[src/rtl/dm_arbiter_if.sv]
// Bus bundle between the CPU/DMA requesters, the data memory and dm_arbiter.
// The arbiter attaches through the slave modport; the environment uses master.
interface dm_arbiter_if #(
    parameter int ADDR_W = 9
);
    logic              cpu_req;
    logic              cpu_we;
    logic [1:0]        cpu_size;
    logic [ADDR_W-1:0] cpu_addr;
    logic [31:0]       cpu_wdata;
    logic              cpu_ack;
    logic              cpu_err;

    logic              dma_req;
    logic              dma_we;
    logic [ADDR_W-1:0] dma_addr;
    logic [31:0]       dma_wdata;
    logic              dma_ack;

    logic              mem_we;
    logic [ADDR_W-3:0] mem_addr;
    logic [31:0]       mem_wdata;
    logic [31:0]       mem_rdata;

    logic [31:0]       rdata;
    logic              busy;

    modport slave (
        input  cpu_req, cpu_we, cpu_size, cpu_addr, cpu_wdata,
        output cpu_ack, cpu_err,
        input  dma_req, dma_we, dma_addr, dma_wdata,
        output dma_ack,
        output mem_we, mem_addr, mem_wdata,
        input  mem_rdata,
        output rdata, busy
    );

    modport master (
        output cpu_req, cpu_we, cpu_size, cpu_addr, cpu_wdata,
        input  cpu_ack, cpu_err,
        output dma_req, dma_we, dma_addr, dma_wdata,
        input  dma_ack,
        input  mem_we, mem_addr, mem_wdata,
        output mem_rdata,
        input  rdata, busy
    );
endinterface

[src/rtl/dm_arbiter.sv]
// Round-robin CPU/DMA arbiter for a single-port word memory, with
// read-modify-write for CPU byte/half stores and misalignment detection.
module dm_arbiter #(
    parameter int ADDR_W = 9
) (
    input  logic          clk,
    input  logic          rst,
    dm_arbiter_if.slave   bus
);
    typedef enum logic [1:0] {IDLE, ACCESS, RMW_WR} state_t;

    state_t            state_q, state_d;
    logic              last_cpu_q;
    logic              own_cpu_q;
    logic              we_q;
    logic [1:0]        size_q;
    logic [ADDR_W-1:0] addr_q;
    logic [31:0]       wdata_q;
    logic [31:0]       merge_q;
    logic [31:0]       rdata_q;

    logic              grant_any, grant_cpu;
    logic              is_word, misaligned, is_rmw;
    logic [31:0]       merge_d;
    logic              ack, err, mem_we, busy;
    logic [31:0]       mem_wdata;

    assign grant_any = bus.cpu_req || bus.dma_req;
    assign grant_cpu = bus.cpu_req && (!bus.dma_req || !last_cpu_q);

    // DMA grants latch size 00, so every DMA access behaves as an aligned word
    assign is_word    = (size_q == 2'b00) || (size_q == 2'b11);
    assign misaligned = own_cpu_q &&
                        (((size_q == 2'b01) && addr_q[0]) ||
                         (is_word && (addr_q[1:0] != 2'b00)));
    assign is_rmw     = we_q && !is_word && !misaligned;

    always_ff @(posedge clk or posedge rst) begin
        if (rst) state_q <= IDLE;
        else     state_q <= state_d;
    end

    always_comb begin
        state_d = state_q;
        unique case (state_q)
            IDLE:    if (grant_any) state_d = ACCESS;
            ACCESS:  state_d = is_rmw ? RMW_WR : IDLE;
            RMW_WR:  state_d = IDLE;
            default: state_d = IDLE;
        endcase
    end

    always_comb begin
        merge_d = bus.mem_rdata;
        if (size_q == 2'b10) begin
            unique case (addr_q[1:0])
                2'd0: merge_d[7:0]   = wdata_q[7:0];
                2'd1: merge_d[15:8]  = wdata_q[7:0];
                2'd2: merge_d[23:16] = wdata_q[7:0];
                2'd3: merge_d[31:24] = wdata_q[7:0];
                default: ;
            endcase
        end else if (addr_q[1]) begin
            merge_d[31:16] = wdata_q[15:0];
        end else begin
            merge_d[15:0] = wdata_q[15:0];
        end
    end

    always_ff @(posedge clk or posedge rst) begin
        if (rst) begin
            last_cpu_q <= 1'b0;
            own_cpu_q  <= 1'b0;
            we_q       <= 1'b0;
            size_q     <= '0;
            addr_q     <= '0;
            wdata_q    <= '0;
            merge_q    <= '0;
            rdata_q    <= '0;
        end else begin
            if (state_q == IDLE && grant_any) begin
                last_cpu_q <= grant_cpu;
                own_cpu_q  <= grant_cpu;
                we_q       <= grant_cpu ? bus.cpu_we    : bus.dma_we;
                size_q     <= grant_cpu ? bus.cpu_size  : 2'b00;
                addr_q     <= grant_cpu ? bus.cpu_addr  : bus.dma_addr;
                wdata_q    <= grant_cpu ? bus.cpu_wdata : bus.dma_wdata;
            end
            if (state_q == ACCESS && !misaligned) begin
                if (!we_q)       rdata_q <= bus.mem_rdata;
                else if (is_rmw) merge_q <= merge_d;
            end
        end
    end

    always_comb begin
        ack       = 1'b0;
        err       = 1'b0;
        mem_we    = 1'b0;
        mem_wdata = '0;
        busy      = (state_q != IDLE);
        unique case (state_q)
            ACCESS: begin
                if (misaligned) begin
                    ack = 1'b1;
                    err = 1'b1;
                end else if (!we_q) begin
                    ack = 1'b1;
                end else if (!is_rmw) begin
                    ack       = 1'b1;
                    mem_we    = 1'b1;
                    mem_wdata = wdata_q;
                end
            end
            RMW_WR: begin
                ack       = 1'b1;
                mem_we    = 1'b1;
                mem_wdata = merge_q;
            end
            default: ;
        endcase
    end

    assign bus.cpu_ack   = ack && own_cpu_q;
    assign bus.dma_ack   = ack && !own_cpu_q;
    assign bus.cpu_err   = err;
    assign bus.mem_we    = mem_we;
    assign bus.mem_addr  = addr_q[ADDR_W-1:2];
    assign bus.mem_wdata = mem_wdata;
    assign bus.rdata     = rdata_q;
    assign bus.busy      = busy;
endmodule

[src/flat_wrapper.sv]
// flat-port wrapper written by rule: the top's interface ports become plain ports
module dm_arbiter_flat 
#(
    parameter int ADDR_W = 9
)
  (clk, rst, bus_cpu_req, bus_cpu_we, bus_cpu_size, bus_cpu_addr, bus_cpu_wdata, bus_cpu_ack, bus_cpu_err, bus_dma_req, bus_dma_we, bus_dma_addr, bus_dma_wdata, bus_dma_ack, bus_mem_we, bus_mem_addr, bus_mem_wdata, bus_mem_rdata, bus_rdata, bus_busy);
  dm_arbiter_if #(.ADDR_W(ADDR_W)) bus_i ();
  input  logic clk;
  input  logic rst;
  input wire logic [$bits(bus_i.cpu_req)-1:0] bus_cpu_req;
  input wire logic [$bits(bus_i.cpu_we)-1:0] bus_cpu_we;
  input wire logic [$bits(bus_i.cpu_size)-1:0] bus_cpu_size;
  input wire logic [$bits(bus_i.cpu_addr)-1:0] bus_cpu_addr;
  input wire logic [$bits(bus_i.cpu_wdata)-1:0] bus_cpu_wdata;
  output wire logic [$bits(bus_i.cpu_ack)-1:0] bus_cpu_ack;
  output wire logic [$bits(bus_i.cpu_err)-1:0] bus_cpu_err;
  input wire logic [$bits(bus_i.dma_req)-1:0] bus_dma_req;
  input wire logic [$bits(bus_i.dma_we)-1:0] bus_dma_we;
  input wire logic [$bits(bus_i.dma_addr)-1:0] bus_dma_addr;
  input wire logic [$bits(bus_i.dma_wdata)-1:0] bus_dma_wdata;
  output wire logic [$bits(bus_i.dma_ack)-1:0] bus_dma_ack;
  output wire logic [$bits(bus_i.mem_we)-1:0] bus_mem_we;
  output wire logic [$bits(bus_i.mem_addr)-1:0] bus_mem_addr;
  output wire logic [$bits(bus_i.mem_wdata)-1:0] bus_mem_wdata;
  input wire logic [$bits(bus_i.mem_rdata)-1:0] bus_mem_rdata;
  output wire logic [$bits(bus_i.rdata)-1:0] bus_rdata;
  output wire logic [$bits(bus_i.busy)-1:0] bus_busy;
  assign bus_i.cpu_req = bus_cpu_req;
  assign bus_i.cpu_we = bus_cpu_we;
  assign bus_i.cpu_size = bus_cpu_size;
  assign bus_i.cpu_addr = bus_cpu_addr;
  assign bus_i.cpu_wdata = bus_cpu_wdata;
  assign bus_cpu_ack = bus_i.cpu_ack;
  assign bus_cpu_err = bus_i.cpu_err;
  assign bus_i.dma_req = bus_dma_req;
  assign bus_i.dma_we = bus_dma_we;
  assign bus_i.dma_addr = bus_dma_addr;
  assign bus_i.dma_wdata = bus_dma_wdata;
  assign bus_dma_ack = bus_i.dma_ack;
  assign bus_mem_we = bus_i.mem_we;
  assign bus_mem_addr = bus_i.mem_addr;
  assign bus_mem_wdata = bus_i.mem_wdata;
  assign bus_i.mem_rdata = bus_mem_rdata;
  assign bus_rdata = bus_i.rdata;
  assign bus_busy = bus_i.busy;
  dm_arbiter #(.ADDR_W(ADDR_W)) u_core (.clk(clk), .rst(rst), .bus(bus_i));
endmodule
[config.mk]
export PLATFORM = sky130hd
export DESIGN_NAME = dm_arbiter_flat
export DESIGN_NICKNAME = d
export VERILOG_FILES = /design/src/rtl/dm_arbiter_if.sv /design/src/rtl/dm_arbiter.sv /design/src/flat_wrapper.sv
export SDC_FILE = /design/constraint.sdc
export NUM_CORES = 1
export LEC_CHECK = 0
export CORE_UTILIZATION = 46
export DETAILED_ROUTE_END_ITERATION = 6
export PLACE_DENSITY = 0.79
export RECOVER_POWER = 25
export SLEW_MARGIN = 20
export SYNTH_ARGS = -nofsm -noshare
export SYNTH_HDL_FRONTEND = slang
export SYNTH_SLANG_ARGS = --single-unit
[constraint.sdc]
create_clock -name clk -period 4.7 [get_ports clk]
set_input_delay 0.47 -clock clk [delete_from_list [all_inputs] [get_ports clk]]
set_output_delay 0.47 -clock clk [all_outputs]
set_load 0.02 [all_outputs]
== Word level (Yosys, flattened, before mapping) ==
Cells that the tools add are included.

* Register bits: 111
* Bits of input ports: 122
* Word-level logic and storage cells: 70

* Eq/ne operators: 9
* Multiplexer cells: 27
* Bitwise logic cells: 1
* Reduce and logical (&&, ||, !) cells: 25

{| class="wikitable"
|+ Operators by type and width
! kind !! count
|-
| $mux 32 || 5
|-
| $pmux 32 s2 || 1
|-
| $mux 16 || 2
|-
| $mux 8 || 4
|-
| $eq 2x2->1 const B || 5
|-
| $logic_and 1x1->1 || 10
|-
| $mux 9 || 1
|-
| $mux 1 || 8
|-
| $eq 2x1->1 const B || 3
|-
| $logic_not 2->1 || 3
|-
| $mux 2 || 3
|-
| $logic_not 1->1 || 4
|-
| $logic_or 1x1->1 || 4
|-
| $pmux 1 s2 || 2
|-
| $pmux 2 s2 || 1
|-
| $reduce_bool 2->1 || 2
|-
| $reduce_and 3->1 || 1
|-
| $ne 2x1->1 const B || 1
|-
| $reduce_and 2->1 || 1
|-
| $not 1->1 || 1
|}

== Longest topological paths before layout ==
* Depth in word-level cells: 12
* Depth in mapped cells: 8
* Depth with buffers taken out: 5

== Least setup slack after synthesis ==
OpenSTA, ideal clock, no wires.

* Path kind: register to output
* Start point: reg u_core.state_q[0]
* End point: out bus_dma_ack
* Arrival time: 1.680 ns
* Path slack: 2.550 ns
* Cell stages (with the launch flop): 7
* Path buffers: 2
* Cells stage by stage: dfrtp_1 > inv_1 > ha_1 > clkbuf_1 > clkbuf_1 > a21oi_1 > nor3b_1

* Cells in the longest elaborated chain, start to end: 3

{| class="wikitable"
|+ Ends and longest elaborated chain
! what !! line !! text
|-
| from (decl) || dm_arbiter.sv:12 || <nowiki>state_t state_q, state_d;</nowiki>
|-
| from (signal assigned) || dm_arbiter.sv:40 || <nowiki>else state_q <= state_d;</nowiki>
|-
| $eq 2x2->1 / $eq 2x1->1 (equally long branches) || dm_arbiter.sv:102 || <nowiki>unique case (state_q)</nowiki>
|-
| $pmux 1 s2 * || dm_arbiter.sv:102 ||
|-
| $logic_and 1x1->1 * || dm_arbiter.sv:125 || <nowiki>assign bus.dma_ack = ack && !own_cpu_q;</nowiki>
|-
| to (decl) || flat_wrapper.sv:21 || <nowiki>output wire logic [$bits(bus_i.dma_ack)-1:0] bus_dma_ack;</nowiki>
|}

Every way passes the cells marked *; elsewhere a longest branch is shown, timed or not.

==> impl_summary.txt <==
----------------------------------------------------
[Clock network]
  Count of instances resized after the clock tree is built ... 0
  Clock-pin slew on the worst setup and hold paths ... ~0.07 ns
  TritonCTS Sinks ... 111
  Clock tree from TritonCTS ... yes
  Number of buffers created by CTS ... 9
  CTS Buffer Depth ... 2
  Worst-skew pair later-pin latency ... 0.35 ns
  Setup Fix Bufs, Post-CTS ... 0
  Cell at the root of the clock tree ... sky130_fd_sc_hd__clkbuf_16
  Maximum level of the CTS H-tree ... 3
  Hold-fix buffer count after cts ... 0

[Placement]
  Number of cells after detailed placement ... 880
  Worst Setup Slack post-DPL ... 1.44 ns
  Instance area at placement ... slightly below 8000 µm²
  Gpl congestion ... 0.860
  Sum of net half-perimeters after detailed placement ... 11.9 mm
  Quantity of I/O buffers inserted on ports ... 197

[Routing]
  Wire length per cell after detailed routing ... 18.5 µm
  DR DRC count ... 0
  Post-detailed-route count of antenna-violating nets ... 0
  Final routed wirelength across all metal layers ... 16.5 mm
  Via count ... approximately 5000
  Drt pass-1 iters ... 5
  Initial DRC count ... 275
  Average vias per placed instance ... roughly 5.6

[Timing]
  Slew Viols, Final ... around 80
  Worst Max-Slew Pin Slew ... 3.09 ns
  Period minus WS final ... ~3.5 ns
  Worst hold margin ... 0.476 ns
  FMAX ... around 0.29 GHz
  Unrepaired setup endpoints after global routing ... no
  Relative slew margins ... -1.06
  Post-layout worst setup margin ... 1.25 ns
  Final Cycle Share ... 0.734
  Setup TNS ... 0 ns
  Setup violators final ... 0
  Clock tree skew after final layout ... between 0.006 and 0.007 ns
  Number of hold violations in the final report ... 0

[Global route]
  Antenna violations before repair ... 0
  Maximum number of pins on one net before global-route repair ... 82
  Wire length of the first global-routing pass ... 26.2 mm
  Overall overflow remaining after global route ... 0
  Via count of the first global-routing pass ... 4999
  Global router's overall resource usage ... 0.262

[Floorplan]
  Number of top-level pins ... just under 200
  Initial core utilization ... 0.476
  Standard cell core area ... 12200 µm²
  Cell Rows ... 40
  Die footprint ... 13000 µm²
  Height of the die ... 114 µm
  DIE WIDTH ... between 100 and 150 µm

[Synth]
  Post-synth ARST share ... 1.00
  Cell type with the largest total area after synthesis ... sky130_fd_sc_hd__dfrtp_1
  Most used standard cells in the synthesized netlist ... 111 x sky130_fd_sc_hd__dfrtp_1, 76 x sky130_fd_sc_hd__o21ai_0, 58 x sky130_fd_sc_hd__mux2i_1
  Synthesized netlist net count ... 690
  Average instance area after synthesis ... 10.3 µm²
  Cell with the most instances after synthesis ... sky130_fd_sc_hd__dfrtp_1
  Commonest register cell after synthesis ... sky130_fd_sc_hd__dfrtp_1
  Cell count after synthesis ... 563
  Sequential element share of the synthesized area ... 0.480
  Portion of synthesized cell area occupied by the leading cell type ... 0.480
  Netlist area before placement ... approximately 5800 µm²
  Largest cells by area after synthesis ... sky130_fd_sc_hd__dfrtp_1 48%, sky130_fd_sc_hd__mux2i_1 10%, sky130_fd_sc_hd__o21ai_0 6.6%
  Synth Warn # ... 0
  Yosys cell types ... 31
  Synthesis-stage register bit count ... 111
  EDFF count, synth ... 0

[Finish]
  Diodes inserted ... 0
  Post-layout instance count excluding filler cells ... 895
  Post-Route Utilization ... 0.662
  Synth-to-Final Area Change ... 39.2%
  Layout Cell Area excl Fill ... 8060 µm²
  Count of filler cells inserted in the layout ... 970
  Share of cells above drive strength 1 ... 0.0880
  NumNets Final ... 850

[Run status]
  Result of the run ... finished, violations left
  Failing checks ... capacitance limit, slew limit

[Setup path]
  Data required time at the worst endpoint ... 4.48 ns
  Highest net fanout along the worst path ... 81
  Reg2Reg Setup Slack ... 2.31 ns
  Category of the critical setup timing path ... input pin to asynchronous set/reset pin
  Type of origin of the critical path ... input pin
  Slowest Stage Delay on Critical Path ... 2.16 ns
  Worst R2R Path Depth ... 6
  Arrival time at the worst endpoint ... 3.23 ns
  Family with the most delay on the worst path ... buffers and inverters
  Worst reg2reg path endpoint ... u_core.merge_q[21]
  Worst-path cell with the longest stage delay ... sky130_fd_sc_hd__inv_1
  Endpoint class of the critical path ... asynchronous set/reset pin
  Combined buffer and inverter count along the critical path ... 2
  Series of cell instances along the critical path ... dlygate4sd3_1 -> inv_1
  Reg-to-Reg Start ... u_core.size_q[0]

[Power and ir drop]
  Switch share ... 0.412
  P per Cell Area ... 659 nW/µm²
  Gate power share ... 0.503
  Tot Pwr ... 5.31 mW
  Net load switching power ... 2.19 mW
  Seq pwr share ... 0.348
  Clock Power Share ... 0.149
  Internal power ... 3.12 mW
  Maximum vdd drop ... 0.270 mV
  Static power due to leakage ... about 3.2 nW

[Hold path]
  Worst min path class ... register to register
  Worst Min Path Start ... u_core.addr_q[8]
  Hold depth ... 2
  Worst Hold End ... u_core.addr_q[8]

[Job]
  Max-cap check violation count ... 1

----------------------------------------------------
[worst min-delay path, cell delays in order, from the launching register on]
cell,delay [ns]
sky130_fd_sc_hd__dfrtp_1,0.34
sky130_fd_sc_hd__nand2_1,0.04
sky130_fd_sc_hd__o21ai_0,0.06
[final cells by class]
type	count	area [µm²]	area share
repair buffers	206	2040	0.253
flip-flops and latches	111	2780	0.345
inverters	8	30.0	0.00373
well taps	168	210	0.0261
clock inverters	4	53.8	0.00668
multi-input cells	387	2690	0.334
clock buffers	11	253	0.0314
[placed cells by master, fill, tap and decap left out, types with 17 or more instances in the layout]
cell,synthesis,routed
sky130_fd_sc_hd__clkdlybuf4s50_1,0,196
sky130_fd_sc_hd__dfrtp_1,111,111
sky130_fd_sc_hd__nor2b_1,42,42
sky130_fd_sc_hd__a21oi_1,53,53
sky130_fd_sc_hd__mux2_2,31,31
sky130_fd_sc_hd__a31oi_1,17,17
sky130_fd_sc_hd__mux2i_1,58,58
sky130_fd_sc_hd__o21ai_0,76,75
sky130_fd_sc_hd__a32oi_1,32,32
sky130_fd_sc_hd__nand2_1,43,43
[sequential cells by signal, summed over array words and instances (netlist names)]
signal and count:
u_core.bus.rdata 32, u_core.wdata_q 32, u_core.we_q 1, u_core.merge_q 32, u_core.own_cpu_q 1, u_core.state_q 2
u_core.size_q 2, u_core.addr_q 9
[cell families (layout without fill, tap and decap cells)]
logic type / count (synthesis) / after routing / synth area share
AOI/OAI and AO/OA: 186 / 186 / 0.189
buffers and inverters: 65 / 229 / 0.0605
DFF: 111 / 111 / 0.480
adders and majority gates: 5 / 5 / 0.0108
and+or+nand+nor: 105 / 105 / 0.0953
muxes: 91 / 91 / 0.164
[layer usage]
metal  global-route usage  vias up  share of wire
li1                     -     2349              -
met1                0.340     2371           0.42
met2                0.433      234           0.48
met3               0.0635       21          0.084
met4               0.0848        0          0.018
met5                    0        -              0
[how the worst max path moves through the flow]
| stage | from | cells past startpoint | slack (ns) | end |
|---|---|---|---|---|
| after floorplan | rst | 1 | 1.30 | u_core.addr_q[0] |
| after global placement | u_core.size_q[0] | 6 | 1.52 | bus_mem_wdata[18] |
| after detailed placement | u_core.size_q[0] | 6 | 1.44 | bus_mem_wdata[30] |
| after CTS | u_core.size_q[0] | 6 | 1.05 | bus_mem_wdata[18] |
| after global routing | rst | 2 | 0.60 | u_core.wdata_q[4] |
| final | rst | 2 | 1.25 | u_core.wdata_q[30] |
[power groups by stage]
stage | Sequential, mW | Clock [mW] | Combinational [mW]
after global routing | 1.90 | 0.848 | 2.91
final | 1.85 | 0.791 | 2.67
after CTS | 1.84 | 0.803 | 2.67
after floorplan | 1.85 | 0 | 1.70
after global placement | 1.85 | 0 | 2.59
after detailed placement | 1.85 | 0 | 2.66
No activity file was read; power rests on OpenSTA's default activity.
